## config.mk

```make
export PLATFORM = sky130hd
export DESIGN_NAME = capture_sequencer_flat
export DESIGN_NICKNAME = d
export VERILOG_FILES = /design/src/rtl/dd_capture_pkg.sv /design/src/rtl/capture_sequencer_if.sv /design/src/rtl/sync_2ff.sv /design/src/rtl/capture_sequencer.sv /design/src/flat_wrapper.sv
export SDC_FILE = /design/constraint.sdc
export NUM_CORES = 1
export LEC_CHECK = 0
export CORE_MARGIN = 5
export CORE_UTILIZATION = 25
export DETAILED_ROUTE_END_ITERATION = 16
export PLACE_DENSITY_LB_ADDON = 0.3
export SLEW_MARGIN = 20
export SYNTH_ARGS = -nofsm -noshare
export SYNTH_HDL_FRONTEND = slang
export SYNTH_SLANG_ARGS = --single-unit
```

## constraint.sdc

```tcl
create_clock -name writeClock -period 3.4 [get_ports writeClock]
set_clock_uncertainty 0.2 [all_clocks]
set_input_delay 0.85 -clock writeClock [delete_from_list [all_inputs] [get_ports writeClock]]
set_output_delay 0.85 -clock writeClock [all_outputs]
set_load 0.03 [all_outputs]
```

## src/rtl/dd_capture_pkg.sv

```systemverilog
// Shared types and constants for the capture sequencer slice.
package dd_capture_pkg;

    localparam int unsigned SAMPLE_W         = 10;
    localparam int unsigned BUFFER_WORDS_DEF = 8192;
    localparam int unsigned COUNT_W          = 16;
    localparam int unsigned OVF_W            = 8;

    typedef enum logic [1:0] {
        IDLE  = 2'd0,
        ARM   = 2'd1,
        RUN   = 2'd2,
        FAULT = 2'd3
    } captureState_t;

    // Saturating increment for the overflow event counter.
    function automatic logic [OVF_W-1:0] satInc(input logic [OVF_W-1:0] value);
        return (value == '1) ? value : value + OVF_W'(1);
    endfunction

endpackage

```

## src/rtl/capture_sequencer_if.sv

```systemverilog
// Sample/control bus between the capture sequencer and the ping-pong buffer.
interface capture_sequencer_if;
    import dd_capture_pkg::*;

    logic [SAMPLE_W-1:0] adcData;
    logic                bufferOverflow;
    logic [SAMPLE_W-1:0] bufferDataIn;
    logic                bufferReset_n;

    modport master (
        input  adcData,
        input  bufferOverflow,
        output bufferDataIn,
        output bufferReset_n
    );

    modport slave (
        output adcData,
        output bufferOverflow,
        input  bufferDataIn,
        input  bufferReset_n
    );
endinterface

```

## src/rtl/sync_2ff.sv

```systemverilog
// Single-bit two-flop synchroniser into the writeClock domain.
module sync_2ff (
    input  logic writeClock,
    input  logic nReset,
    input  logic d,
    output logic q
);
    logic meta;

    // Two-stage capture of the asynchronous input.
    always_ff @(posedge writeClock or negedge nReset) begin
        if (!nReset) begin
            meta <= 1'b0;
            q    <= 1'b0;
        end else begin
            meta <= d;
            q    <= meta;
        end
    end
endmodule

```

## src/rtl/capture_sequencer.sv

```systemverilog
// Write-clock-domain sequencer for the ping-pong capture buffer.
// Starts/stops capture on whole-buffer boundaries, counts buffers and
// overflow events, and optionally aborts after too many overflows.
// Build option: define CAPTURE_TEST_PATTERN_EN to add the test-pattern source.
module capture_sequencer
    import dd_capture_pkg::*;
#(
    parameter int unsigned BUFFER_WORDS  = BUFFER_WORDS_DEF,
    parameter int unsigned RESET_HOLD    = 4,
    parameter int unsigned MAX_OVERFLOWS = 0
) (
    input  logic                  writeClock,
    input  logic                  nReset,
    input  logic                  collectData,
    input  logic                  testMode,
    capture_sequencer_if.master   bufIf,
    output logic                  running,
    output logic [COUNT_W-1:0]    bufferCount,
    output logic [OVF_W-1:0]      overflowCount,
    output logic                  faultSticky
);
    localparam int unsigned WORD_W = (BUFFER_WORDS > 1) ? $clog2(BUFFER_WORDS) : 1;
    localparam int unsigned HOLD_W = $clog2(RESET_HOLD + 1);
    localparam logic [WORD_W-1:0] WORD_LAST = WORD_W'(BUFFER_WORDS - 1);
    localparam logic [HOLD_W-1:0] HOLD_LAST = HOLD_W'(RESET_HOLD - 1);
    localparam logic [OVF_W-1:0]  OVF_LIMIT = OVF_W'(MAX_OVERFLOWS);

    captureState_t      state;
    logic [WORD_W-1:0]  wordCount;
    logic [HOLD_W-1:0]  holdCounter;
    logic               collectSync;
    logic               ovfReg;
    logic               ovfRise;
    logic [OVF_W-1:0]   ovfNext;
    logic               ovfFault;
    logic               atBoundary;

    sync_2ff collectSyncInst (
        .writeClock (writeClock),
        .nReset     (nReset),
        .d          (collectData),
        .q          (collectSync)
    );

    // Overflow edge history; only a new assertion counts as an event.
    always_ff @(posedge writeClock or negedge nReset) begin
        if (!nReset) begin
            ovfReg <= 1'b0;
        end else begin
            ovfReg <= bufIf.bufferOverflow;
        end
    end

    assign ovfRise    = bufIf.bufferOverflow & ~ovfReg;
    assign ovfNext    = satInc(overflowCount);
    assign ovfFault   = (MAX_OVERFLOWS != 0) && ovfRise && (ovfNext == OVF_LIMIT);
    assign atBoundary = (wordCount == WORD_LAST);

    // Sequencer state machine with its registered control outputs.
    always_ff @(posedge writeClock or negedge nReset) begin
        if (!nReset) begin
            state               <= IDLE;
            wordCount           <= '0;
            holdCounter         <= '0;
            bufIf.bufferReset_n <= 1'b0;
            running             <= 1'b0;
            bufferCount         <= '0;
            overflowCount       <= '0;
            faultSticky         <= 1'b0;
        end else begin
            case (state)
                IDLE: begin
                    bufIf.bufferReset_n <= 1'b0;
                    running             <= 1'b0;
                    if (collectSync) begin
                        state         <= ARM;
                        bufferCount   <= '0;
                        overflowCount <= '0;
                        faultSticky   <= 1'b0;
                        holdCounter   <= '0;
                    end
                end
                ARM: begin
                    bufIf.bufferReset_n <= 1'b0;
                    running             <= 1'b0;
                    if (!collectSync) begin
                        state <= IDLE;
                    end else if (holdCounter == HOLD_LAST) begin
                        state               <= RUN;
                        wordCount           <= '0;
                        bufIf.bufferReset_n <= 1'b1;
                        running             <= 1'b1;
                    end else begin
                        holdCounter <= holdCounter + HOLD_W'(1);
                    end
                end
                RUN: begin
                    if (atBoundary) begin
                        wordCount   <= '0;
                        bufferCount <= bufferCount + COUNT_W'(1);
                    end else begin
                        wordCount <= wordCount + WORD_W'(1);
                    end
                    if (ovfRise) begin
                        overflowCount <= ovfNext;
                    end
                    // An overflow abort wins over a boundary stop in the same cycle.
                    if (ovfFault) begin
                        state               <= FAULT;
                        bufIf.bufferReset_n <= 1'b0;
                        running             <= 1'b0;
                        faultSticky         <= 1'b1;
                    end else if (atBoundary && !collectSync) begin
                        state               <= IDLE;
                        bufIf.bufferReset_n <= 1'b0;
                        running             <= 1'b0;
                    end
                end
                FAULT: begin
                    bufIf.bufferReset_n <= 1'b0;
                    running             <= 1'b0;
                    faultSticky         <= 1'b1;
                    if (!collectSync) begin
                        state <= IDLE;
                    end
                end
                default: begin
                    state <= IDLE;
                end
            endcase
        end
    end

`ifdef CAPTURE_TEST_PATTERN_EN
    logic                testSync;
    logic [SAMPLE_W-1:0] testCounter;

    sync_2ff testSyncInst (
        .writeClock (writeClock),
        .nReset     (nReset),
        .d          (testMode),
        .q          (testSync)
    );

    // Sample register with ramp source; ramp restarts on every new arm.
    always_ff @(posedge writeClock or negedge nReset) begin
        if (!nReset) begin
            testCounter        <= '0;
            bufIf.bufferDataIn <= '0;
        end else begin
            if (state == IDLE && collectSync) begin
                testCounter <= '0;
            end else if (state == RUN) begin
                testCounter <= testCounter + SAMPLE_W'(1);
            end
            if (state == RUN) begin
                bufIf.bufferDataIn <= testSync ? testCounter : bufIf.adcData;
            end else begin
                bufIf.bufferDataIn <= '0;
            end
        end
    end
`else
    logic unusedTestMode;
    assign unusedTestMode = testMode;

    // Sample register; zero outside capture.
    always_ff @(posedge writeClock or negedge nReset) begin
        if (!nReset) begin
            bufIf.bufferDataIn <= '0;
        end else if (state == RUN) begin
            bufIf.bufferDataIn <= bufIf.adcData;
        end else begin
            bufIf.bufferDataIn <= '0;
        end
    end
`endif

endmodule

```

## src/flat_wrapper.sv

```systemverilog
// flat-port wrapper written by rule: the top's interface ports become plain ports
module capture_sequencer_flat import dd_capture_pkg::*;
#(
    parameter int unsigned BUFFER_WORDS  = BUFFER_WORDS_DEF,
    parameter int unsigned RESET_HOLD    = 4,
    parameter int unsigned MAX_OVERFLOWS = 0
)
  (writeClock, nReset, collectData, testMode, running, bufferCount, overflowCount, faultSticky, bufIf_adcData, bufIf_bufferOverflow, bufIf_bufferDataIn, bufIf_bufferReset_n);
  capture_sequencer_if bufIf_i ();
  input  logic writeClock;
  input  logic nReset;
  input  logic collectData;
  input  logic testMode;
  output logic running;
  output logic [COUNT_W-1:0] bufferCount;
  output logic [OVF_W-1:0] overflowCount;
  output logic faultSticky;
  input wire logic [$bits(bufIf_i.adcData)-1:0] bufIf_adcData;
  input wire logic [$bits(bufIf_i.bufferOverflow)-1:0] bufIf_bufferOverflow;
  output wire logic [$bits(bufIf_i.bufferDataIn)-1:0] bufIf_bufferDataIn;
  output wire logic [$bits(bufIf_i.bufferReset_n)-1:0] bufIf_bufferReset_n;
  assign bufIf_i.adcData = bufIf_adcData;
  assign bufIf_i.bufferOverflow = bufIf_bufferOverflow;
  assign bufIf_bufferDataIn = bufIf_i.bufferDataIn;
  assign bufIf_bufferReset_n = bufIf_i.bufferReset_n;
  capture_sequencer #(.BUFFER_WORDS(BUFFER_WORDS), .RESET_HOLD(RESET_HOLD), .MAX_OVERFLOWS(MAX_OVERFLOWS)) u_core (.writeClock(writeClock), .nReset(nReset), .collectData(collectData), .testMode(testMode), .bufIf(bufIf_i), .running(running), .bufferCount(bufferCount), .overflowCount(overflowCount), .faultSticky(faultSticky));
endmodule
```

After elaboration in Yosys (flattened, before gate mapping)
Index checks and enable logic that the tools add are counted.
- output and inout port bits: 37
- word-level logic and storage cells: 75
- flip-flop bits (word level): 57
- $add $sub $neg: 4
- equality and inequality tests: 16
- reduce and logical (&&, ||, !) cells: 14
- bitwise operators: 2
- mux-type cells: 28
- operator list (cell ; count):
    $mux 13 ; 3
    $mux 16 ; 2
    $pmux 16 s2 ; 1
    $pmux 13 s2 ; 1
    $mux 8 ; 3
    $add 16x1->16 const B ; 1
    $pmux 8 s2 ; 1
    $add 13x1->13 const B ; 1
    $eq 13x13->1 const B ; 1
    $reduce_and 4->1 ; 3
    $mux 10 ; 1
    $mux 2 ; 5
    $ne 2x2->1 const B ; 5
    $mux 3 ; 3
    $add 8x1->8 const B ; 1
    $eq 8x8->1 const B ; 1
    $ne 2x1->1 const B ; 4
    $pmux 2 s4 ; 1
    $reduce_bool 2->1 ; 4
    $pmux 3 s2 ; 1
    $reduce_and 3->1 ; 2
    $eq 2x2->1 const B ; 2
    $mux 1 ; 4
    $add 3x1->3 const B ; 1
    12 further kinds ; 12

Logic depth before layout (Yosys ltp)
- depth after elaboration: 4
- mapped depth: 7

Hierarchy
A second synthesis with hierarchy kept.
- cell total of the unflattened synthesis: 286
- area, all modules: 2851.5 µm²
- by module, submodules not included (module ; area each (µm²) ; cells each ; instances):
    capture_sequencer ; 2801.4 ; 284 ; 1
    sync_2ff ; 50.0 ; 2 ; 1

Least setup slack after synthesis
Ideal clock, no wire load.
- path kind: reg-to-reg
- from: reg u_core.overflowCount[0]
- to: reg u_core.overflowCount[3]
- stages on the path, launching flop included: 7
- arrival time: 1978 ps
- buffers on the path: 1
- period minus slack after synthesis: 2302 ps
- required time: 3076 ps
- setup time: 124 ps
- path slack: 1098 ps
- cell sequence: dfrtp_1 ha_1 nand3_1 o311ai_1 clkbuf_1 nor2_1 a211o_1
- word-level cells in the longest chain between the ends: 4
- elaborated cells on any way between the ends: 7
- those cells by class: 1 x add/sub; 2 x eq/ne; 3 x mux; 1 x reduce/logical
- RTL lines (element ; RTL line ; source):
    from (decl) ; capture_sequencer.sv:19 ; output logic [OVF_W-1:0] overflowCount,
    from (signal assigned) ; capture_sequencer.sv:105 ; overflowCount <= ovfNext;
    $add 8x1->8 ; dd_capture_pkg.sv:18 ; return (value == '1) ? value : value + OVF_W'(1);
    $mux 8 ; dd_capture_pkg.sv:18 ;
    $mux 8 ; capture_sequencer.sv:104 ; if (ovfRise) begin
    $pmux 8 s2 ; capture_sequencer.sv:71 ; case (state)
Several ways; a longest one is shown, not always the timed one. The select of a mux whose other input is x is not followed.
A chain may end at the register's enable or synchronous reset.

Worst setup path after layout
- from: reg u_core.bufferCount[3]
- to: out bufferCount[3]
- RTL lines (element ; RTL line ; source):
    from (decl) ; capture_sequencer.sv:18 ; output logic [COUNT_W-1:0] bufferCount,
    from (signal assigned) ; capture_sequencer.sv:100 ; bufferCount <= bufferCount + COUNT_W'(1);
    to (decl) ; flat_wrapper.sv:15 ; output logic [COUNT_W-1:0] bufferCount;
No word-level cell between the ends.

==> results.py <==
metrics = {
    "floorplanning": {
        "ios": 52,
        "die-area_um2": 13770,
        "die_w_um": 117.4,
        "die_h_um": 117.4,
        "rows": 39,
        "core-area_um2": 11370,
        "initial_core_util_pct": 25.34,
    },
    "cts": {
        "htreeDepth": 3,
        "cts_tree": "done",
        "cts.clk_slew.worst_paths_ps": 50,
        "clkSinkCount": 57,
        "numCtsBuffers": 9,
        "clkLatencyLatePin_ps": 330,
        "clockBufferDepth": 2,
        "cts_resized": 0,
        "cts_root_buffer": "clkbuf_16",
        "cts-hold-fix-buffers": 0,
        "post_cts_buffers": 0,
    },
    "drt": {
        "drtAntennaViolNets": 0,
        "firstDrtPassIters": 4,
        "routed_via_density": 4.970,
        "post_drt_wl_per_cell_um": 14.16,
        "vias": 2445,
        "drt-total-wl_um": 6967,
        "drt_first_iter_violations": 122,
        "drc": 0,
    },
    "yosys": {
        "syn_area_per_cell_um2": 9.702,
        "synth_cell_types": 47,
        "synth_top_area_share_pct": 49.50,
        "syn-num-nets": 317,
        "muxShareOfSynthArea_pct": 3.517,
        "netlist_instances": 297,
        "synthTopCellsByArea": "dfrtp_1 (50%), nand2_1 (4.0%), nand3_1 (4.0%)",
        "yosysTopAreaCell": "dfrtp_1",
        "synth_warnings": 0,
        "yosys.area_share.adder_pct": 2.171,
        "mappedNetlistArea_um2": 2882,
        "synth_simple_gate_area_share_pct": 24.53,
        "synth_seq_cells": 57,
        "synth_ff_type": "dfrtp_1",
        "async_reset_ff_share_pct": 100.0,
        "synth_top_family_by_area": "simple AND/OR/NAND/NOR gates",
        "yosysSeqAreaShare_pct": 49.50,
        "synth_edf_count": 0,
        "synth_most_common_cell": "dfrtp_1",
        "synth-xor-area-share_pct": 0.3040,
        "synth_common_cells": "dfrtp_1 (57), nand2_1 (31), nand3_1 (23)",
        "synth-compound-area-share_pct": 16.67,
    },
    "setup_path": {
        "reg2reg_depth": 6,
        "crit_cells": 1,
        "cp_slowest_cell": "clkdlybuf4s50_1",
        "setup.worst_path.end_class": "output port",
        "reg2reg_setup_slack_ps": 750,
        "timing.rr.start": "u_core.wordCount[0]",
        "crit_path_cell_trace": "clkdlybuf4s50_1",
        "critPathKind": "reg2out",
        "crit_end": "bufferCount[3]",
        "arrival_ps": 1630,
        "crit_fanout": 11,
        "startpoint": "u_core.bufferCount[3]",
        "crit_required_ps": 2350,
        "reg2reg_to": "u_core.bufferCount[4]",
        "startpoint_type": "flip-flop",
        "max_stage_delay_ps": 750,
        "path_delay_family": "buffers and inverters",
        "path_buf_inv": 1,
    },
    "final_layout": {
        "area_growth_pct": 34.04,
        "design_area_um2": 3862,
        "final-instance-count-excl-fill": 492,
        "fin_util_pct": 33.97,
        "diodes": 0,
        "drive_above_1_share_pct": 11.46,
        "nNetsFinal": 364,
    },
    "pwr": {
        "finalPower_mw": 2.037,
        "intPower_mw": 1.506,
        "peakVddDrop_mv": 0.2139,
        "swShare_pct": 26.07,
        "combPwrFrac_pct": 13.5,
        "seq_power_share_pct": 38.1,
        "power.density_nw_per_um2": 527.5,
        "clock_power_share_pct": 48.4,
        "p_switching_mw": 0.5312,
        "p_leak_nw": 1.626,
    },
    "timing": {
        "finalCriticalPeriod_ps": 2676,
        "hold_viol_final": 0,
        "period_share_pct": 78.71,
        "totalNegativeSetupSlack_ps": 0,
        "finalSetupViolations": 0,
        "fmax_ghz": 0.3737,
        "max_slew_margin_pct": 45.57,
        "slew_violations": 0,
        "worst_pin_slew_ps": 803.7,
        "rsz0062_at_grt": "false",
    },
    "grt": {
        "grt_max_degree": 37,
        "grt_pass1_wl_um": 12270,
        "grt_pass1_vias": 2386,
        "grt_usage_pct": 10.62,
        "overflow": 0,
        "antenna_found_initial": 0,
    },
    "place": {
        "placed_cell_area_um2": 3532,
        "dp.cells": 476,
        "port_buffers": 50,
        "dp_hpwl_um": 4738,
        "gp_congestion": 0.7600,
    },
    "status": {
        "outcome": "finished, final reports clean",
    },
    "job": {
        "cap_violations": 0,
    },
    "hold_path": {
        "holdCritPathClass": "reg2reg",
    },
}
flip-flops by register name (all words and copies together) (netlist names):
name / count
u_core.bufferCount: 16
u_core.wordCount: 13
u_core.bufIf.bufferDataIn: 10
u_core.overflowCount: 8
u_core.holdCounter: 3
u_core.state: 2
u_core.bufIf.bufferReset_n: 1
u_core.collectSyncInst.meta: 1
u_core.collectSyncInst.q: 1
u_core.faultSticky: 1
u_core.ovfReg: 1
final cells by class:
class                      instances  area (µm²)
clock buffer                      10       239.0
clock inverter                     6       91.34
fill                            1168        7507
inverter                           3       11.26
multi-input combinational        217        1363
sequential                        57        1426
tap                              143       178.9
timing repair buffer              56       553.0
kinds of logic after synthesis:
logic type	count (synthesis)
muxes	10
DFF	57
adders and majority gates	5
and+or+nand+nor	133
xor gates and xnor gates	1
buffers and inverters	23
AOI/OAI and AO/OA	68
routing by layer:
metal	global-route usage, %	up-vias	part of all wire (%)
li1	-	1201	-
met3	3.754	10	5.6
met4	3.916	0	1.6
met5	0	-	0
met2	15.56	53	44
met1	14.37	1181	49
power by group through the flow:
stage,Sequential [mW],Combinational (mW),Clock (mW)
3_5_place_dp,0.789,0.279,0
5_1_grt,0.786,0.313,1.05
6_report,0.777,0.274,0.987
3_3_place_gp,0.787,0.273,0
4_1_cts,0.777,0.280,1.01
2_1_floorplan,0.803,0.157,0
worst min path at each step:
| stage | start | to | depth (start not counted) |
|---|---|---|---|
| 3_3_place_gp | u_core.collectSyncInst.meta | u_core.collectSyncInst.q | 0 |
| 5_1_grt | u_core.collectSyncInst.meta | u_core.collectSyncInst.q | 0 |
| 6_report | u_core.collectSyncInst.meta | u_core.collectSyncInst.q | 0 |
| 3_5_place_dp | u_core.collectSyncInst.meta | u_core.collectSyncInst.q | 0 |
| 4_1_cts | u_core.collectSyncInst.meta | u_core.collectSyncInst.q | 0 |
| 2_1_floorplan | u_core.collectSyncInst.meta | u_core.collectSyncInst.q | 0 |
stage by stage:
stage | setup slack (ps) | hold slack [ps]
2_1_floorplan | 1098 | 131.2
3_3_place_gp | 745.5 | 137.0
3_5_place_dp | 711.0 | 141.1
4_1_cts | 716.1 | 152.8
5_1_grt | 534.6 | 174.9
6_report | 723.8 | 148.4
placed cells by master (no fill, tap or decap), types with 4 or more instances in the layout:
cell,instances
dfrtp_1,57
clkdlybuf4s50_1,49
nand2_1,31
nand3_1,23
or2_2,13
o21ai_0,13
and2_1,11
nor2_1,11
a31oi_1,11
mux2i_1,9
clkbuf_16,9
nor4_1,8
nor3_1,8
nand4_1,7
a21oi_1,7
o31ai_1,6
and3_1,5
a22o_1,5
ha_1,5
buf_4,5
nand2b_1,4
or4_1,4
o41ai_1,4
No activity file was read; power rests on OpenSTA's default activity.
